<file path="config.mk">
export PLATFORM = sky130hd
export DESIGN_NAME = cic_interp_sched
export DESIGN_NICKNAME = d
export VERILOG_FILES = /design/src/rtl/cic_sched_pkg.sv /design/src/rtl/cic_sched_fifo.sv /design/src/rtl/cic_interp_sched.sv
export SDC_FILE = /design/constraint.sdc
export NUM_CORES = 1
export LEC_CHECK = 0
export CAP_MARGIN = 20
export CORE_ASPECT_RATIO = 1.5
export CORE_MARGIN = 1
export CORE_UTILIZATION = 55
export DETAILED_ROUTE_END_ITERATION = 8
export GPL_TIMING_DRIVEN = 0
export PLACE_DENSITY_LB_ADDON = 0.25
export SYNTH_ARGS = -nofsm -noshare
export SYNTH_HDL_FRONTEND = slang
export SYNTH_SLANG_ARGS = --single-unit
export TNS_END_PERCENT = 1
</file>
<file path="constraint.sdc">
create_clock -name clk_i -period 3.75 [get_ports clk_i]
set_input_delay 1.125 -clock clk_i [delete_from_list [all_inputs] [get_ports clk_i]]
set_output_delay 1.125 -clock clk_i [all_outputs]
set_load 0.02 [all_outputs]
</file>
<file path="src/rtl/cic_sched_pkg.sv">
// Shared definitions for the CIC interpolator rate scheduler:
// FSM state encoding and the width of the output statistics counter.
package cic_sched_pkg;

  typedef logic [1:0] state_t;

  localparam state_t S_IDLE  = 2'd0;
  localparam state_t S_RUN   = 2'd1;
  localparam state_t S_FLUSH = 2'd2;
  localparam state_t S_DRAIN = 2'd3;

  localparam int OUT_CNT_W = 16;

endpackage

</file>
<file path="src/rtl/cic_sched_fifo.sv">
// Small synchronous FIFO with combinational head read; push is dropped when full,
// pop is dropped when empty, so callers may gate loosely.
module cic_sched_fifo #(
  parameter int Win    = 16,
  parameter int FDEPTH = 4
) (
  input  logic           clk_i,
  input  logic           rst_ni,
  input  logic           push_i,
  input  logic [Win-1:0] wdata_i,
  input  logic           pop_i,
  output logic [Win-1:0] rdata_o,
  output logic           full_o,
  output logic           empty_o
);

  localparam int AW = (FDEPTH > 1) ? $clog2(FDEPTH) : 1;
  localparam logic [AW:0] DEPTH_C = (AW+1)'(FDEPTH);

  logic [Win-1:0] mem_q [FDEPTH];
  logic [AW-1:0]  wr_ptr_q, wr_ptr_d;
  logic [AW-1:0]  rd_ptr_q, rd_ptr_d;
  logic [AW:0]    count_q, count_d;
  logic           do_push, do_pop;

  assign full_o  = (count_q == DEPTH_C);
  assign empty_o = (count_q == '0);
  assign rdata_o = mem_q[rd_ptr_q];
  assign do_push = push_i && !full_o;
  assign do_pop  = pop_i && !empty_o;

  always_comb begin
    wr_ptr_d = wr_ptr_q;
    rd_ptr_d = rd_ptr_q;
    count_d  = count_q;
    if (do_push) wr_ptr_d = wr_ptr_q + 1'b1;
    if (do_pop)  rd_ptr_d = rd_ptr_q + 1'b1;
    case ({do_push, do_pop})
      2'b10:   count_d = count_q + 1'b1;
      2'b01:   count_d = count_q - 1'b1;
      default: count_d = count_q;
    endcase
  end

  // Storage carries no reset so it can map onto distributed/block RAM.
  always_ff @(posedge clk_i) begin
    if (do_push) mem_q[wr_ptr_q] <= wdata_i;
  end

  always_ff @(posedge clk_i or negedge rst_ni) begin
    if (!rst_ni) begin
      wr_ptr_q <= '0;
      rd_ptr_q <= '0;
      count_q  <= '0;
    end else begin
      wr_ptr_q <= wr_ptr_d;
      rd_ptr_q <= rd_ptr_d;
      count_q  <= count_d;
    end
  end

endmodule

</file>
<file path="src/rtl/cic_interp_sched.sv">
// Rate scheduler feeding a CIC interpolator: one registered sample + strobe every R clocks,
// zero-flush and drain on stop. Optional output counter enabled by CIC_SCHED_STATS_EN.
module cic_interp_sched
  import cic_sched_pkg::*;
#(
  parameter int Win       = 16,
  parameter int RW        = 8,
  parameter int FDEPTH    = 4,
  parameter int NFLUSH    = 3,
  parameter int DRAIN_CYC = 16
) (
  input  logic                 clk_i,
  input  logic                 rst_ni,
  input  logic [RW-1:0]        cfg_rate_i,
  input  logic                 cfg_load_i,
  input  logic                 start_i,
  input  logic                 stop_i,
  input  logic [Win-1:0]       s_data_i,
  input  logic                 s_valid_i,
  output logic                 s_ready_o,
  output logic [Win-1:0]       cic_data_o,
  output logic                 cic_val_o,
  input  logic                 cic_val_out_i,
  output logic                 busy_o,
  output logic                 done_o,
  output logic                 underrun_o,
  output logic                 cfg_err_o,
  output logic [OUT_CNT_W-1:0] out_cnt_o
);

  localparam int FW = $clog2(NFLUSH + 1);
  localparam int DW = (DRAIN_CYC > 1) ? $clog2(DRAIN_CYC) : 1;
  localparam logic [FW-1:0] FLUSH_LAST = FW'(NFLUSH - 1);
  localparam logic [DW-1:0] DRAIN_LAST = DW'(DRAIN_CYC - 1);

  state_t          state_q, state_d;
  logic [RW-1:0]   rate_q, rate_d;
  logic [RW-1:0]   tick_q, tick_d;
  logic [FW-1:0]   flush_cnt_q, flush_cnt_d;
  logic [DW-1:0]   drain_cnt_q, drain_cnt_d;
  logic [Win-1:0]  cic_data_q, cic_data_d;
  logic            cic_val_q, underrun_q, underrun_d;
  logic            done_q, cfg_err_q, rdy_en_q;

  logic            fifo_full, fifo_empty, fifo_push, fifo_pop;
  logic [Win-1:0]  fifo_head;

  logic            active, strobe, start_go, flush_last, drain_last;
  logic            underrun_set, zero_issue;
  logic [Win-1:0]  issue_data;

  cic_sched_fifo #(
    .Win    (Win),
    .FDEPTH (FDEPTH)
  ) u_fifo (
    .clk_i   (clk_i),
    .rst_ni  (rst_ni),
    .push_i  (fifo_push),
    .wdata_i (s_data_i),
    .pop_i   (fifo_pop),
    .rdata_o (fifo_head),
    .full_o  (fifo_full),
    .empty_o (fifo_empty)
  );

  assign active     = (state_q == S_RUN) || (state_q == S_FLUSH);
  assign strobe     = active && (tick_q == rate_q - 1'b1);
  assign start_go   = (state_q == S_IDLE) && start_i;
  // Leave FLUSH on the strobe that issues the final zero, so DRAIN starts as it becomes visible.
  assign flush_last = (state_q == S_FLUSH) && strobe && fifo_empty && (flush_cnt_q == FLUSH_LAST);
  assign drain_last = (state_q == S_DRAIN) && (drain_cnt_q == DRAIN_LAST);

  // FSM: state register
  always_ff @(posedge clk_i or negedge rst_ni) begin
    if (!rst_ni) state_q <= S_IDLE;
    else         state_q <= state_d;
  end

  // FSM: next state
  always_comb begin
    state_d = state_q;
    case (state_q)
      S_IDLE:  if (start_i)    state_d = S_RUN;
      S_RUN:   if (stop_i)     state_d = S_FLUSH;
      S_FLUSH: if (flush_last) state_d = S_DRAIN;
      S_DRAIN: if (drain_last) state_d = S_IDLE;
      default:                 state_d = S_IDLE;
    endcase
  end

  // FSM: outputs and strobe-side controls
  always_comb begin
    fifo_pop     = strobe && !fifo_empty;
    issue_data   = fifo_empty ? '0 : fifo_head;
    underrun_set = strobe && fifo_empty && (state_q == S_RUN);
    zero_issue   = strobe && fifo_empty && (state_q == S_FLUSH);
    // rdy_en_q keeps s_ready low while in and just after reset.
    s_ready_o    = rdy_en_q && !fifo_full && ((state_q == S_IDLE) || (state_q == S_RUN));
    busy_o       = (state_q != S_IDLE);
    fifo_push    = s_valid_i && s_ready_o;
  end

  always_comb begin
    rate_d      = rate_q;
    tick_d      = tick_q;
    flush_cnt_d = flush_cnt_q;
    drain_cnt_d = drain_cnt_q;
    cic_data_d  = cic_data_q;
    underrun_d  = underrun_q;

    if (cfg_load_i && (state_q == S_IDLE))
      rate_d = (cfg_rate_i == '0) ? RW'(1) : cfg_rate_i;

    if (start_go)    tick_d = '0;
    else if (active) tick_d = strobe ? '0 : tick_q + 1'b1;

    if (state_q != S_FLUSH) flush_cnt_d = '0;
    else if (zero_issue)    flush_cnt_d = flush_cnt_q + 1'b1;

    if (state_q != S_DRAIN) drain_cnt_d = '0;
    else                    drain_cnt_d = drain_cnt_q + 1'b1;

    if (strobe) cic_data_d = issue_data;

    if (start_go)          underrun_d = 1'b0;
    else if (underrun_set) underrun_d = 1'b1;
  end

  always_ff @(posedge clk_i or negedge rst_ni) begin
    if (!rst_ni) begin
      rate_q      <= RW'(1);
      tick_q      <= '0;
      flush_cnt_q <= '0;
      drain_cnt_q <= '0;
      cic_data_q  <= '0;
      cic_val_q   <= 1'b0;
      underrun_q  <= 1'b0;
      done_q      <= 1'b0;
      cfg_err_q   <= 1'b0;
      rdy_en_q    <= 1'b0;
    end else begin
      rate_q      <= rate_d;
      tick_q      <= tick_d;
      flush_cnt_q <= flush_cnt_d;
      drain_cnt_q <= drain_cnt_d;
      cic_data_q  <= cic_data_d;
      cic_val_q   <= strobe;
      underrun_q  <= underrun_d;
      done_q      <= drain_last;
      cfg_err_q   <= cfg_load_i && (state_q != S_IDLE);
      rdy_en_q    <= 1'b1;
    end
  end

  assign cic_data_o = cic_data_q;
  assign cic_val_o  = cic_val_q;
  assign underrun_o = underrun_q;
  assign done_o     = done_q;
  assign cfg_err_o  = cfg_err_q;

`ifdef CIC_SCHED_STATS_EN
  logic [OUT_CNT_W-1:0] out_cnt_q;

  always_ff @(posedge clk_i or negedge rst_ni) begin
    if (!rst_ni)                             out_cnt_q <= '0;
    else if (start_go)                       out_cnt_q <= '0;
    else if (cic_val_out_i && out_cnt_q != '1) out_cnt_q <= out_cnt_q + 1'b1;
  end

  assign out_cnt_o = out_cnt_q;
`else
  logic unused_val_out;
  assign unused_val_out = cic_val_out_i;
  assign out_cnt_o      = '0;
`endif

endmodule

</file>
Word-level counts from Yosys, hierarchy flattened. Memories as Yosys holds them, arrays and structs flattened. Cells that the tools add are included.

Register bits: 52. Memories: 1. Word-level logic and storage cells: 86. Input port bits: 31. Output and inout port bits: 38. Memory bits (writable): 64.

Memories: u_fifo.mem_q (words 4, width 16, read ports 1, clocked after Yosys merged registers in 0, write ports 1, RTL line cic_sched_fifo.sv:20) `logic [Win-1:0] mem_q [FDEPTH];`.

Equality and inequality tests: 15. Add/subtract/negate cells: 8. Reductions and logical operators: 30. Muxes and demuxes: 18.

Operators with widths (number): two-way mux 8 bit (4); logical AND 1 bit (17); two-way mux 16 bit (1); two-way mux 2 bit (6); != test 2 bit, second input constant (6); nonzero test 2 bit (5); adder 8 x 1 -> 8 bit, second input constant (1); == test 2 bit, second input constant (4); == test 8 bit (1); logical NOT 8 bit (1); case mux 2 bit (4 select lines) (1); subtractor 8 x 1 -> 8 bit, second input constant (1); adder 2 x 1 -> 2 bit, second input constant (3); case mux 3 bit (2 select lines) (1); adder 4 x 1 -> 4 bit, second input constant (1); == test 2 x 1 -> 1 bit, second input constant (2); == test 4 bit, second input constant (1); two-way mux 1 bit (4); two-way mux 4 bit (1); AND reduction 4 bit (1); adder 3 x 1 -> 3 bit, second input constant (1); == test 3 bit, second input constant (1); logical NOT 3 bit (1); subtractor 3 x 1 -> 3 bit, second input constant (1); other kinds (3) (5).

Longest topological paths before layout.
Depth after elaboration: 8. Mapped depth: 14. Depth with buffers taken out: 13.

By module. Synthesis repeated with hierarchy kept, for this count alone.

Cells, all modules: 374. Area total of the unflattened synthesis: 5228.8 µm².

By module, submodules not included: cic_sched_fifo (cells each 121, instances 1, seq. area each 2097.0 µm², area each 2775.2 µm²); cic_interp_sched (cells each 253, instances 1, seq. area each 1127.3 µm², area each 2453.6 µm²).

Worst setup path before layout. No wires, ideal clock.

Path type: register to register. From: reg rate_q[0]. To: reg u_fifo.count_q[2]. Clock period less this slack: 3.206 ns. Setup slack: 0.544 ns. Buffers on the path: 1. Stages on the path, launching flop included: 15. Setup time: 0.079 ns. Data arrival time: 3.127 ns. Data required time: 3.671 ns. Path through: dfstp_2 > inv_1 > ha_1 > or3b_1 > or4_1 > a211oi_1 > o311ai_2 > buf_4 > nor2_2 > ha_1 > inv_1 > fa_1 > xor2_1 > nor2_1 > xor2_1.

Longest elaborated chain between the ends: 7. Elaborated cells on any way between the ends: 9. Classes of those cells: add/sub (1); eq/ne (3); mux (1); reduce/logical (4).

Ends and longest elaborated chain: start, declared (RTL line cic_interp_sched.sv:37) `logic [RW-1:0] rate_q, rate_d;`; start signal, assigned (RTL line cic_interp_sched.sv:142) `rate_q <= rate_d;`; subtractor 8 x 1 -> 8 bit * (RTL line cic_interp_sched.sv:67) `assign strobe = active && (tick_q == rate_q - 1'b1);`; == test 8 bit * (RTL line cic_interp_sched.sv:67); logical AND 1 bit * (RTL line cic_interp_sched.sv:67); logical AND 1 bit * (RTL line cic_interp_sched.sv:93) `fifo_pop = strobe && !fifo_empty;`; logical AND 1 bit * (RTL line cic_sched_fifo.sv:30) `assign do_pop = pop_i && !empty_o;`; named net u_fifo.do_pop (RTL line cic_sched_fifo.sv:24) `logic do_push, do_pop;`; == test 2 x 1 -> 1 bit / == test 2 bit (equally long branches) (RTL line cic_sched_fifo.sv:38) `case ({do_push, do_pop})`; case mux 3 bit (2 select lines) / nonzero test 2 bit (equally long branches); end signal, assigned (RTL line cic_sched_fifo.sv:58) `count_q <= count_d;`; end, declared (RTL line cic_sched_fifo.sv:23) `logic [AW:0] count_q, count_d;`.

Mark *: on every way through the listed nets, which the timed path passes. The rest lies on a longest branch. A chain may end at the register's enable or synchronous reset.

Worst setup path after layout.
From: reg state_q[0]. To: out s_ready_o.

Longest elaborated chain between the ends: 3. Elaborated cells on any way between the ends: 4. Classes of those cells: eq/ne (1); reduce/logical (3).

Ends and longest elaborated chain: start, declared (RTL line cic_interp_sched.sv:36) `state_t state_q, state_d;`; start signal, assigned (RTL line cic_interp_sched.sv:76) `else state_q <= state_d;`; == test 2 x 1 -> 1 bit / logical NOT 2 bit (equally long branches) (RTL line cic_interp_sched.sv:98) `s_ready_o = rdy_en_q && !fifo_full && ((state_q == S_IDLE) || (state_q == S_RUN));`; logical OR 1 bit * (RTL line cic_interp_sched.sv:98); logical AND 1 bit * (RTL line cic_interp_sched.sv:98); end, declared (RTL line cic_interp_sched.sv:20) `output logic s_ready_o,`.

Every way passes the cells marked *; elsewhere a longest branch is shown, timed or not.

==> impl_summary.txt <==
----------------------------------------------------
[Status]
  Status ... completed

[CTS]
  Number of buffers on the longest clock path ... 2
  Total clock sinks ... 116
  Cts hold-fix bufs ... 0
  Total number of H-tree levels ... 4
  Clock tree root driver cell ... sky130_fd_sc_hd__clkbuf_16
  Clock tree from TritonCTS ... done
  Clock slew at the register clock pins of the worst setup and hold paths ... 0.05 ns
  TritonCTS buffer count ... 17
  Post-CTS setup repair buffer count ... 0
  Clock latency on the worst-skew pair ... 0.41 ns

[Global route]
  Maximum number of pins on one net before global-route repair ... 35
  Global-route wire length before repair ... 16,200 µm
  Number of antenna violations at the first check in global routing ... 0
  Total gr overflow ... 0
  Vias in the first global route ... 3,363
  Global-route total usage across every layer ... 23.13%

[Finish]
  Layout cells sized above 1 ... 17.09%
  Fill cells ... 623
  Final core utilization ... 72.24%
  Inserted Diodes ... 0
  Nets@finish ... 507
  Area added between synthesis and finish ... 25.77%
  Final standard cell count with taps included and fillers excluded ... 584

[Setup path]
  Cell chain of the critical path ... inv_1, ha_1, o21ai_0, a31oi_2, clkdlybuf4s50_1
  CP Data Arrival Time ... 2.42 ns
  Kind of end point of the critical path ... primary output
  Type of the worst setup path ... flip-flop to primary output
  Type of origin of the critical path ... flip-flop
  Required time worst endpoint ... 2.62 ns
  Worst-path fanout max ... 7
  Slowest cell on the critical path ... sky130_fd_sc_hd__clkdlybuf4s50_1
  Stage delay of the slowest cell on the critical path ... 0.67 ns

[Synthesis]
  Combinational family with the most area after synthesis ... simple AND/OR/NAND/NOR gates
  Share of synthesized flip-flops with an asynchronous set or reset ... 44.83%
  Synthesized flop and latch total ... 116
  Area share of the largest cell type after synthesis ... 37.45%
  Top flip-flop cell by instance count after synthesis ... sky130_fd_sc_hd__edfxtp_1
  Number of enable-type register cells in the synthesized netlist ... 64
  Multiplexer share of the synthesized area ... 9.144%
  Cell taking the most area after synthesis ... sky130_fd_sc_hd__edfxtp_1
  Top area cells in the synthesized netlist ... sky130_fd_sc_hd__edfxtp_1, sky130_fd_sc_hd__dfrtp_1, sky130_fd_sc_hd__mux4_2
  XOR/XNOR Fraction of Synth Area ... 2.560%
  Count of yosys warnings during synthesis ... 0
  Most repeated cell in the gate-level netlist after synthesis ... sky130_fd_sc_hd__edfxtp_1
  Fraction of the yosys area taken by sequential cells ... 62.84%
  Instance count of the mapped netlist ... 375
  Simple logic cell fraction of the synthesized area ... 10.36%
  Count of cell types in the netlist ... 49
  Most frequent cells after synthesis ... sky130_fd_sc_hd__edfxtp_1, sky130_fd_sc_hd__dfrtp_1, sky130_fd_sc_hd__o21ai_0
  Cell area after technology mapping ... 5131 µm²
  Synthesized area divided by synthesized cell count ... 13.68 µm²
  Adder-cell share of the synthesized area ... 3.804%
  Compound-Gate Fraction of Synth Area ... 6.511%

[STA]
  Minimum clock period ... 3.546 ns
  Slew @ Worst Pin ... 0.8976 ns
  Setup tns final ... 0 ns
  Hold Fails Final Rpt ... 0
  Setup skew after layout ... 0.006449 ns
  Final period util ... 94.56%
  Highest Clock Rate ... 0.2820 GHz
  Final number of setup-violating endpoints ... 0
  Max Slew Vio Count ... 0
  Tightest slew margin relative to the limit ... 40.16%

[Route]
  Antenna-violating nets left ... 0
  DRC violations left ... 0
  DRT Pass-1 Iters ... 5
  Vias per cell ... 5.478
  DR vias ... 3,199
  Count of routing violations after the opening detailed-route iteration ... 146
  Drt total wl ... 9962 µm
  Detail-routed net length per standard cell ... 17.06 µm

[Die]
  Core ar. ... 8934 µm²
  Num rows ... 42
  Die area ... 9728 µm²
  Starting utilization of the core area ... 57.44%
  Vertical extent of the die ... 120.3 µm
  Number of I/O pins ... 69
  Chip Width ... 80.87 µm

[Placement]
  Placed instance count ... 552
  Weighted congestion at the end of routability-driven global placement ... 0.7646
  HPWL after detailed placement ... 6713 µm
  Port-buffer cells ... 51

[Power and ir drop]
  Pleak ... 2.511 nW
  Worst vdd rail ir drop ... 0.0003943 V
  Final total power ... 2.998 mW
  Total power divided by cell area ... 464.6 nW/µm²

[Run]
  Number of violations of the max-capacitance limit ... 0

[Min path]
  Path type of the worst min-delay path ... flip-flop to flip-flop

----------------------------------------------------
-- placed cells by master (no fill, tap or decap), drive strengths merged, types with 2 or more instances in the layout --
master	instances
clkdlybuf4s50	50
or4	2
xnor2	8
clkinv	5
inv	21
nand3b	2
clkbuf	27
buf	22
a21oi	5
dfrtp	51
nand3	10
nor2b	3
mux4	16
nor3	9
o31ai	2
and2	2
o21ai	33
conb	17
and3	8
or4b	2
bufinv	2
nor3b	2
o211ai	2
a211oi	2
xor2	7
nor2	11
ha	14
mux2i	3
mux2	7
a31oi	3
nand2	26
edfxtp	64
clkinvlp	3
nand2b	20
-- where the power goes --
part           internal, mW  switching (mW)
logic                0.0411          0.0415
clock network         0.983           0.582
registers              1.35        0.000269
-- logic make-up (layout without fill, tap and decap cells) --
kind of cell | after synthesis | count (layout)
xor+xnor | 15 | 15
other cells | 2 | 17
mux | 26 | 26
buf+inv | 46 | 130
fa+ha+maj | 15 | 15
simple gates | 99 | 99
flops | 116 | 116
compound gates | 56 | 56
-- timing repair --
item | 4_1_cts | 5_1_grt
endpoints found under the setup margin | 0 | 2
hold endpoints to repair | 0 | 0
gates resized for setup | 0 | 3
-- critical path, delay by kind of cell (launching register included) --
family / cells / cell delay, ns
compound gates: 2 / 0.49
flops: 1 / 0.42
fa+ha+maj: 1 / 0.30
buf+inv: 2 / 0.80
-- path summary, 6_finish.rpt --
kind / startpoint / to / slack, ns / cells past startpoint
setup / recovery: state_q[0]$_DFFE_PN0P_ / s_ready_o / 0.20 / 5
hold / removal: drain_cnt_q[0]$_DFF_PN0_ / drain_cnt_q[0]$_DFF_PN0_ / 0.45 / 1
setup reg to reg: rate_q[1]$_DFFE_PN0P_ / u_fifo.count_q[2]$_DFFE_PN0P_ / 0.30 / 14
hold reg to reg: drain_cnt_q[0]$_DFF_PN0_ / drain_cnt_q[0]$_DFF_PN0_ / 0.45 / 1
max in group asynchronous: rst_ni / rate_q[0]$_DFFE_PN1P_ / 2.44 / 2
min in group asynchronous: rst_ni / drain_cnt_q[0]$_DFF_PN0_ / 0.68 / 1
-- cell type report --
cell class,count,area (µm²),share of cell area [%]
repair buffers,52,525.5,8.143
clock buffers,18,429.2,6.650
plain buffers,29,173.9,2.695
flip-flops and latches,116,3224,49.96
multi-input cells,228,1747,27.06
clock inverters,14,152.6,2.365
well taps,110,137.6,2.133
inverters,17,63.81,0.9888
-- metrics by stage --
step	hold WS, ns	cell area [µm²]	setup WS [ns]
global route	0.4774	6454	-0.007518
detailed placement	0.4501	5851	0.2425
finish	0.4545	6454	0.2038
floorplan	0.4250	5187	0.5436
CTS	0.4587	6432	0.04244
global placement	0.4443	5836	0.004891
-- layer usage --
layer	up-vias	global-route usage, %	wire [µm]
met4	0	11.50	162
met2	70	40.81	5707
li1	1508	-	-
met1	1606	25.32	3734
met5	-	0	0
met3	15	5.434	357
-- sequential cells by signal (all words and copies together), names as in the netlist, 2 cells and up --
name / cells
u_fifo.mem_q: 64
cic_data_o: 16
rate_q: 8
tick_q: 8
drain_cnt_q: 4
u_fifo.count_q: 3
flush_cnt_q: 2
state_q: 2
u_fifo.rd_ptr_q: 2
u_fifo.wr_ptr_q: 2
Note: power is estimated with default switching activity, not from simulation.
